`src/rtl/seg_scan_controller_pkg.sv`:
```
// Shared definitions for the eight-digit seven-segment scan controller.
//   scan_state_e : slot phase (SCAN_BLANK = all anodes off, SCAN_DRIVE = digit lit)
//   ANODES_OFF   : active-low anode pattern with every digit dark
//   HEX_SEGMENTS : hex nibble to segment pattern, bit order {g,f,e,d,c,b,a},
//                  active-high (a segment bit of 1 means the segment is lit)
package seg_scan_controller_pkg;

  typedef enum logic {
    SCAN_BLANK = 1'b0,
    SCAN_DRIVE = 1'b1
  } scan_state_e;

  localparam logic [7:0] ANODES_OFF = 8'hFF;

  // Entry 0 is the rightmost element, so the list reads F down to 0.
  localparam logic [15:0][6:0] HEX_SEGMENTS = {
    7'h71, 7'h79, 7'h5E, 7'h39, 7'h7C, 7'h77, 7'h6F, 7'h7F,
    7'h07, 7'h7D, 7'h6D, 7'h66, 7'h4F, 7'h5B, 7'h06, 7'h3F
  };

endpackage

```
`src/rtl/seg_scan_controller_seven_segment.sv`:
```
// Hex nibble to seven-segment decoder (purely combinational).
//   nibble   : 4-bit hex value 0-F
//   segments : {g,f,e,d,c,b,a}, active-high
module seg_scan_controller_seven_segment
  import seg_scan_controller_pkg::*;
(
  input  logic [3:0] nibble,
  output logic [6:0] segments
);

  assign segments = HEX_SEGMENTS[nibble];

endmodule

```
`src/rtl/seg_scan_controller.sv`:
```
// Time-multiplexed scan controller for an eight-digit seven-segment display.
// Each digit owns a slot of TICKS_PER_DIGIT cycles: the first BLANK_TICKS
// cycles keep every anode off (anti-ghosting), the rest drive that digit.
// Input values are staged on load and only become visible at a frame wrap,
// so a frame never mixes old and new digits.
//   CLK100MHZ  : system clock
//   reset      : synchronous, active-high
//   data       : eight hex nibbles, nibble i goes to digit i
//   digit_en   : per-digit enable, 0 keeps the digit dark
//   dp         : per-digit decimal point, active-high
//   load       : one-cycle strobe capturing data/digit_en/dp into staging
//   pending    : a staged value is waiting for the next frame wrap
//   frame_done : high during the last cycle of digit NUM_DIGITS-1's slot
//   CA..CG, DP : segment cathodes, active-low, registered
//   AN         : anodes, active-low, registered
module seg_scan_controller
  import seg_scan_controller_pkg::*;
#(
  parameter int TICKS_PER_DIGIT = 100000,
  parameter int BLANK_TICKS     = 1000,
  parameter int NUM_DIGITS      = 8
) (
  input  logic        CLK100MHZ,
  input  logic        reset,
  input  logic [31:0] data,
  input  logic [7:0]  digit_en,
  input  logic [7:0]  dp,
  input  logic        load,
  output logic        pending,
  output logic        frame_done,
  output logic        CA,
  output logic        CB,
  output logic        CC,
  output logic        CD,
  output logic        CE,
  output logic        CF,
  output logic        CG,
  output logic        DP,
  output logic [7:0]  AN
);

  localparam int TICK_W = (TICKS_PER_DIGIT > 1) ? $clog2(TICKS_PER_DIGIT) : 1;
  localparam logic [TICK_W-1:0] TICK_LAST      = TICK_W'(TICKS_PER_DIGIT - 1);
  localparam logic [TICK_W-1:0] TICK_BLANK_END = TICK_W'(BLANK_TICKS);
  localparam logic [2:0]        IDX_LAST       = 3'(NUM_DIGITS - 1);

  scan_state_e       state, state_next;
  logic [TICK_W-1:0] tick, tick_next;
  logic [2:0]        idx, idx_next;
  logic              slot_end, frame_wrap;

  logic [31:0] staged_data, active_data;
  logic [7:0]  staged_en, active_en;
  logic [7:0]  staged_dp, active_dp;

  logic [3:0]  nibble;
  logic [6:0]  seg_on;
  logic [7:0]  an_next;
  logic [6:0]  seg_next, seg_q;
  logic        dp_next;

  assign slot_end   = (tick == TICK_LAST);
  assign frame_wrap = slot_end && (idx == IDX_LAST);
  assign frame_done = frame_wrap;

  assign nibble = active_data[{idx, 2'b00} +: 4];

  seg_scan_controller_seven_segment u_decoder (
    .nibble   (nibble),
    .segments (seg_on)
  );

  // The state always follows the tick the counter is about to hold, so the
  // BLANK/DRIVE phase never lags the slot position.
  always_comb begin
    // NOTE: every output of this block gets a default before any branch, so no path leaves one unassigned and no latch is inferred.
    tick_next = tick + 1'b1;
    idx_next  = idx;
    an_next   = ANODES_OFF;
    seg_next  = 7'h7F;
    dp_next   = 1'b1;

    if (slot_end) begin
      tick_next = '0;
      idx_next  = frame_wrap ? 3'd0 : idx + 1'b1;
    end
    state_next = (tick_next < TICK_BLANK_END) ? SCAN_BLANK : SCAN_DRIVE;

    if (state == SCAN_DRIVE) begin
      if (active_en[idx]) an_next[idx] = 1'b0;
      seg_next = ~seg_on;
      dp_next  = ~active_dp[idx];
    end
  end

  always_ff @(posedge CLK100MHZ) begin
    // NOTE: non-blocking assignments let every register sample the pre-edge values, independent of statement order.
    if (reset) begin
      state <= SCAN_BLANK;
      tick  <= '0;
      idx   <= 3'd0;
    end else begin
      state <= state_next;
      tick  <= tick_next;
      idx   <= idx_next;
    end
  end

  // A load coinciding with a wrap commits the old staged value and captures
  // the new one, which leaves pending set for the following wrap.
  always_ff @(posedge CLK100MHZ) begin
    // NOTE: the data registers are reset too, because a dark display after reset relies on active_en being cleared and staged data being discarded.
    if (reset) begin
      staged_data <= '0;
      staged_en   <= '0;
      staged_dp   <= '0;
      active_data <= '0;
      active_en   <= '0;
      active_dp   <= '0;
      pending     <= 1'b0;
    end else begin
      if (load) begin
        staged_data <= data;
        staged_en   <= digit_en;
        staged_dp   <= dp;
      end
      if (frame_wrap && pending) begin
        active_data <= staged_data;
        active_en   <= staged_en;
        active_dp   <= staged_dp;
      end
      pending <= load | (pending & ~frame_wrap);
    end
  end

  always_ff @(posedge CLK100MHZ) begin
    if (reset) begin
      AN    <= ANODES_OFF;
      seg_q <= 7'h7F;
      DP    <= 1'b1;
    end else begin
      AN    <= an_next;
      seg_q <= seg_next;
      DP    <= dp_next;
    end
  end

  assign {CG, CF, CE, CD, CC, CB, CA} = seg_q;

endmodule

```
`config.mk`:
```
export PLATFORM = sky130hd
export DESIGN_NAME = seg_scan_controller
export DESIGN_NICKNAME = d
export VERILOG_FILES = /design/src/rtl/seg_scan_controller_pkg.sv /design/src/rtl/seg_scan_controller_seven_segment.sv /design/src/rtl/seg_scan_controller.sv
export SDC_FILE = /design/constraint.sdc
export NUM_CORES = 1
export LEC_CHECK = 0
export ABC_AREA = 1
export BUFFER_PORTS_ARGS = -buffer_cell sky130_fd_sc_hd__buf_4
export CAP_MARGIN = 20
export CORE_MARGIN = 1.5
export CORE_UTILIZATION = 62
export DETAILED_ROUTE_END_ITERATION = 7
export PLACE_DENSITY = 0.84
export SLEW_MARGIN = 30
export SYNTH_ARGS = -nofsm -noshare
export SYNTH_HDL_FRONTEND = slang
export SYNTH_SLANG_ARGS = --single-unit
```
`constraint.sdc`:
```
create_clock -name CLK100MHZ -period 5.7 [get_ports CLK100MHZ]
set_clock_uncertainty 0.1 [all_clocks]
set_input_delay 1.14 -clock CLK100MHZ [delete_from_list [all_inputs] [get_ports CLK100MHZ]]
set_output_delay 1.14 -clock CLK100MHZ [all_outputs]
set_load 0.05 [all_outputs]
```
==> impl_metrics.toml, run 1 <==
[cells_and_area]
fill_cells = 640
layout-drive-gt1-share = 0.131
register_area_sq_um = 2680
layout.cells.most_common = "nor2_1"
growth_of_design_area_from_synthesis_to_finish_pct = 18.7
final_cell_mix = "nor2_1 (226), dfxtp_1 (134), nand2_1 (116)"
layout_net_count = 894
layout.cells.non_filler = 955
n_antenna_cell = 0
area_of_the_multi_input_gates_sq_um = 2520

[timing]
report.final.hold_viol_count = 0
timing.slew.headroom = 0.532
timing.final.ws_setup_ns = 2.30
final-setup-viol-count = 0
grt_setup_unrepaired = "no"
timing.hold.ws_ns = 0.365
clock.fmax_ghz = 0.294
worst-slew-pin-transition_ns = 0.703
final.min_clock_period_ns = 3.40
fin_crit_share = 0.597
fin_tns_setup_ns = 0
drv_slew = 0

[hold_path]
worst_hold_path.num_cells = 2
hold_path_sink = "active_dp[3]"
min-delay-start = "active_dp[3]"
worst_hold_path_type = "register to register"

[place]
hpwl_reported_at_the_end_of_detailed_placement_um = 8330
detailedPlace.worstSlack_ns = 2.73
placed_cells_incl_taps = 923
port-buffer-count = 68
finalWeightedCongestion = 0.869

[power]
static-leakage-power_nw = 2.84
p_total_mw = 2.12
peakVddDrop_v = 0.000230
power.density_nw_per_um2 = 320

[clock_network]
cts_hold_repair.buffers = 0
cts_resized = 0
clkSinkCount = 134
htreeDepth = 4
clock-root-buffer = "clkbuf_8"
clk_latency_ns = 0.52
numCtsBuffers = 17
clock_transition_at_the_registers_of_the_reported_paths_ns = 0.06
clockBufferDepth = 2
tritoncts = "yes"
post_cts.repair.setup_buffers = 0

[global_route]
globalRouteTotalUtil = 0.274
antenna_found_initial = 0
overflow = 0
grt_pass1_vias = 4815
grt_first_pass_wirelength_um = 21500
maximum_number_of_pins_on_one_net_before_global_route_repair = 100

[critical_path]
crit_path_end_kind = "output pin"
worst-path-buf-inv = 2
critical-path-top-cell-by-count = "ha_1"
worstSetupStartpointType = "register"
cp_slowest_cell = "dfxtp_1"
reg2reg_depth = 14
worst_path_dominant_cell_family = "flip-flops"
slowest_delay_ns = 0.74
r2r-end = "seg_q[3]"
crit_path_max_fanout = 21
timing.setup.critical_path_class = "register to output pin"
critical_path.reg2reg.startpoint = "idx[0]"
cp_data_arrival_time_ns = 2.16
required_ns = 4.46
critical_path.cell_chain = "ha_1 -> ha_1 -> inv_1 -> nor2_4 -> buf_4"
timing.reg2reg.setup_slack_ns = 2.62

[floorplan]
starting_density = 0.641
floorplan.core_area_sq_um = 8720
number_of_top_level_pins = 69
die_w_um = 98.0
floorplan.die_area_sq_um = 9600
placementRows = 34
die_height_um = 98.0

[logic_synthesis]
async_set_or_reset_flop_fraction_in_the_synthesized_netlist = 0
yosys_register_bits = 134
synth-edff-count = 0
synth.area.top_cells = "dfxtp_1 (48%), nor2_1 (15%), o21ai_0 (9.7%)"
yosys.area.top_type = "dfxtp_1"
synth_largest_type_area_fraction = 0.480
yosysWarningCount = 0
post_synth_num_cell_types = 31
synthFlopType = "dfxtp_1"
synth.cell_area_sq_um = 5590
synthesis.area_per_instance_sq_um = 7.13
gate_count_after_technology_mapping = 784
synth.net_count = 844
synth-seq-area-share = 0.480

[route]
drt.antenna.violating_nets = 0
detailedRoute.firstIterationViolations = 437
via_count = 5106
finalWirelength_um = 12700
post-route-drc-count = 0
drt-pass1-iter-count = 6
avgViaCountPerCell = 5.35
wire_per_inst_um = 13.3

[outcome]
outcome = "completed"

[run]
max-cap-violations = 0
## worst register-to-register path, cell delays in order (launching register included)
cell and delay (ns):
dfxtp_1 0.74, clkinv_1 0.66, nand3_1 0.27, inv_1 0.12, nand2_1 0.07, nand2_1 0.05
nor2_1 0.10, nand2_1 0.14, inv_1 0.18, ha_1 0.27, inv_1 0.07, nand2_1 0.06
nand2_1 0.08, nand2_1 0.05, nand3_1 0.08
## final cells by class
cell class,instances,share of cell area
clock inverter,10,0.0181
timing repair buffer,69,0.0780
sequential,134,0.404
clock buffer,22,0.0697
multi-input combinational,561,0.380
inverter,51,0.0300
tap,108,0.0204
## kinds of logic after synthesis
logic type      synth area share
compound gates             0.134
xor+xnor                 0.00313
fa+ha+maj                 0.0201
buf+inv                   0.0694
flops                      0.480
simple gates               0.294
## worst max-delay path by stage
stage                       start  slack (ns)    endpoint  cells after the start
after floorplan           tick[0]        3.17  frame_done                      7
after global placement      reset        2.62    seg_q[2]                      5
after detailed placement   idx[0]        2.73    seg_q[3]                     14
after CTS                  idx[0]        2.29  frame_done                      5
after global routing       idx[0]        2.19  frame_done                      5
final                      idx[0]        2.30  frame_done                      5
## cell usage after synthesis, types with 3 or more instances
cell,count
a21oi_1,25
a221oi_1,3
buf_2,5
buf_4,4
buf_6,3
clkbuf_1,21
clkbuf_2,4
dfxtp_1,134
ha_1,9
inv_1,47
nand2_1,116
nand2_2,4
nand3_1,44
nand4_1,4
nor2_1,226
nor3_1,4
o21ai_0,108
o22ai_1,3
## flip-flops by register name, summed over array words and instances, names as in the netlist
name and flops:
AN 8, DP 1, active_data 32, active_dp 8, active_en 8, idx 3
pending 1, seg_q 7, staged_data 32, staged_dp 8, staged_en 8, state 1
tick 17
## metrics by stage
step            util  cell area [sq um]
6_report       0.761               6640
5_1_grt        0.761               6640
4_1_cts        0.761               6640
3_5_place_dp   0.694               6050
3_3_place_gp   0.694               6050
2_1_floorplan      -               5590
## metal layers
layer,track usage,routed length [um]
met5,0,0
met4,0.103,210
met3,0.0487,675
met2,0.455,6160
met1,0.359,5690
## power by group
part | switching, mW | internal (mW)
Clock | 0.399 | 0.659
Sequential | 0.0135 | 0.963
Combinational | 0.0492 | 0.0408
No activity file was read; power rests on OpenSTA's default activity.
==> inputs of run 2 (changes only) <==
--- a/config.mk
+++ b/config.mk
@@ -9,9 +9,9 @@
 export BUFFER_PORTS_ARGS = -buffer_cell sky130_fd_sc_hd__buf_4
 export CAP_MARGIN = 20
 export CORE_MARGIN = 1.5
-export CORE_UTILIZATION = 62
+export CORE_UTILIZATION = 58
 export DETAILED_ROUTE_END_ITERATION = 7
-export PLACE_DENSITY = 0.84
+export PLACE_DENSITY = 0.8
 export SLEW_MARGIN = 30
 export SYNTH_ARGS = -nofsm -noshare
 export SYNTH_HDL_FRONTEND = slang
==> constraint.sdc (replaced) <==
create_clock -name CLK100MHZ -period 3.4 [get_ports CLK100MHZ]
set_clock_uncertainty 0.1 [all_clocks]
set_input_delay 0.68 -clock CLK100MHZ [delete_from_list [all_inputs] [get_ports CLK100MHZ]]
set_output_delay 0.68 -clock CLK100MHZ [all_outputs]
set_load 0.05 [all_outputs]
==> impl_metrics.toml, run 2 (same netlist as run 1, synthesis figures left out) <==
[critical_path]
r2r-end = "seg_q[3]"
worstSetupStartpointType = "register"
cp_data_arrival_time_ns = 1.99
timing.reg2reg.setup_slack_ns = 1.01
crit_path_max_fanout = 10
required_ns = 2.62
cp-startpoint = "tick[0]"
reg2reg_depth = 14
critPathCapture = "frame_done"
crit_path_end_kind = "output pin"
critical_path.reg2reg.startpoint = "idx[1]"
timing.setup.critical_path_class = "register to output pin"

[timing]
timing.final.ws_setup_ns = 0.626
report.final.hold_viol_count = 0
final-setup-viol-count = 0
final.min_clock_period_ns = 2.77
fin_crit_share = 0.816
clock.fmax_ghz = 0.360
timing.slew.headroom = 0.542
drv_slew = 0
worst-slew-pin-transition_ns = 0.686
fin_tns_setup_ns = 0
grt_setup_unrepaired = "no"

[place]
finalWeightedCongestion = 0.940
detailedPlace.worstSlack_ns = 1.09
hpwl_reported_at_the_end_of_detailed_placement_um = 8470
port-buffer-count = 68

[clock_network]
post_cts.repair.setup_buffers = 0
clkSinkCount = 134
clk_latency_ns = 0.52
clock_transition_at_the_registers_of_the_reported_paths_ns = 0.06
clock-root-buffer = "clkbuf_8"
tritoncts = "yes"
numCtsBuffers = 17
clockBufferDepth = 2
cts_hold_repair.buffers = 0
cts_resized = 0
htreeDepth = 4

[floorplan]
floorplan.core_area_sq_um = 9280
floorplan.die_area_sq_um = 10200
number_of_top_level_pins = 69
die_w_um = 101
starting_density = 0.602
placementRows = 35
die_height_um = 101

[power]
power.share.switching = 0.225
power.density_nw_per_um2 = 535
p_clk_frac = 0.500
pint_mw = 2.77
switching_power_summed_over_all_nets_uw = 803
peakVddDrop_v = 0.000356
p_total_mw = 3.58
power_frac_comb = 0.042
static-leakage-power_nw = 2.85
seq_power_share = 0.458

[cells_and_area]
top_flop_regs = "active_data: 32 flops, staged_data: 32 flops, tick: 17 flops"
growth_of_design_area_from_synthesis_to_finish_pct = 19.6
layout_net_count = 897
final_cell_mix = "nor2_1 (226), dfxtp_1 (134), nand2_1 (116)"
layout.cells.most_common = "nor2_1"
layout-drive-gt1-share = 0.136
n_antenna_cell = 0

[global_route]
antenna_found_initial = 0
grt_first_pass_wirelength_um = 21600
grt_pass1_vias = 4822
globalRouteTotalUtil = 0.262
maximum_number_of_pins_on_one_net_before_global_route_repair = 98
overflow = 0

[route]
via_count = 5038
finalWirelength_um = 12300
avgViaCountPerCell = 5.15
drt-pass1-iter-count = 5
drt.antenna.violating_nets = 0
post-route-drc-count = 0
detailedRoute.firstIterationViolations = 270
wire_per_inst_um = 12.6

[outcome]
outcome = "completed"

[run]
max-cap-violations = 0

[hold_path]
worst_hold_path_type = "primary input to register"
min-delay-start = "dp[0]"
[run 2: how the worst min path moves through the flow]
stage                                  to  slack [ns]  cells past startpoint
after floorplan            active_data[2]        0.32                      2
after global placement       active_dp[4]        0.34                      2
after detailed placement   active_data[2]        0.35                      2
after CTS                  staged_data[3]        0.27                      3
after global routing      staged_data[20]        0.28                      3
final                        staged_dp[0]        0.28                      3
[run 2: area by class of cell]
cell class	instances	area, sq um
tap	129	161
inverter	51	196
fill	762	2600
timing repair buffer	72	541
sequential	134	2680
clock inverter	13	144
clock buffer	19	442
multi-input combinational	561	2520
[run 2: metal layers]
| layer | share of wire | GRT usage |
|---|---|---|
| met5 | 0 | 0 |
| met4 | 0.014 | 0.0833 |
| met3 | 0.039 | 0.0545 |
| met2 | 0.49 | 0.441 |
| met1 | 0.46 | 0.340 |
[run 2: power by group through the flow]
| stage | logic [mW] | clock network (mW) | registers [mW] |
|---|---|---|---|
| finish | 0.150 | 1.79 | 1.64 |
| global route | 0.174 | 1.89 | 1.64 |
| CTS | 0.152 | 1.80 | 1.64 |
| detailed placement | 0.150 | 0 | 1.67 |
| global placement | 0.145 | 0 | 1.67 |
| floorplan | 0.0842 | 0 | 1.67 |
[run 2: worst max-delay path, stage by stage, from the launching register on]
cell	delay, ns
dfxtp_1	0.40
ha_1	0.23
nand2_2	0.08
inv_2	0.08
nand2_2	0.06
nor2_2	0.14
nand2_4	0.11
nor2_4	0.16
buf_4	0.22
[run 2: metrics by stage]
stage / hold WS [ns] / std cells / area [sq um] / utilization
floorplan: 0.324 / 784 / 5590 / -
global placement: 0.344 / 947 / 6100 / 0.657
detailed placement: 0.354 / 947 / 6100 / 0.657
CTS: 0.274 / 979 / 6690 / 0.720
global route: 0.282 / 979 / 6690 / 0.720
finish: 0.280 / 979 / 6690 / 0.720
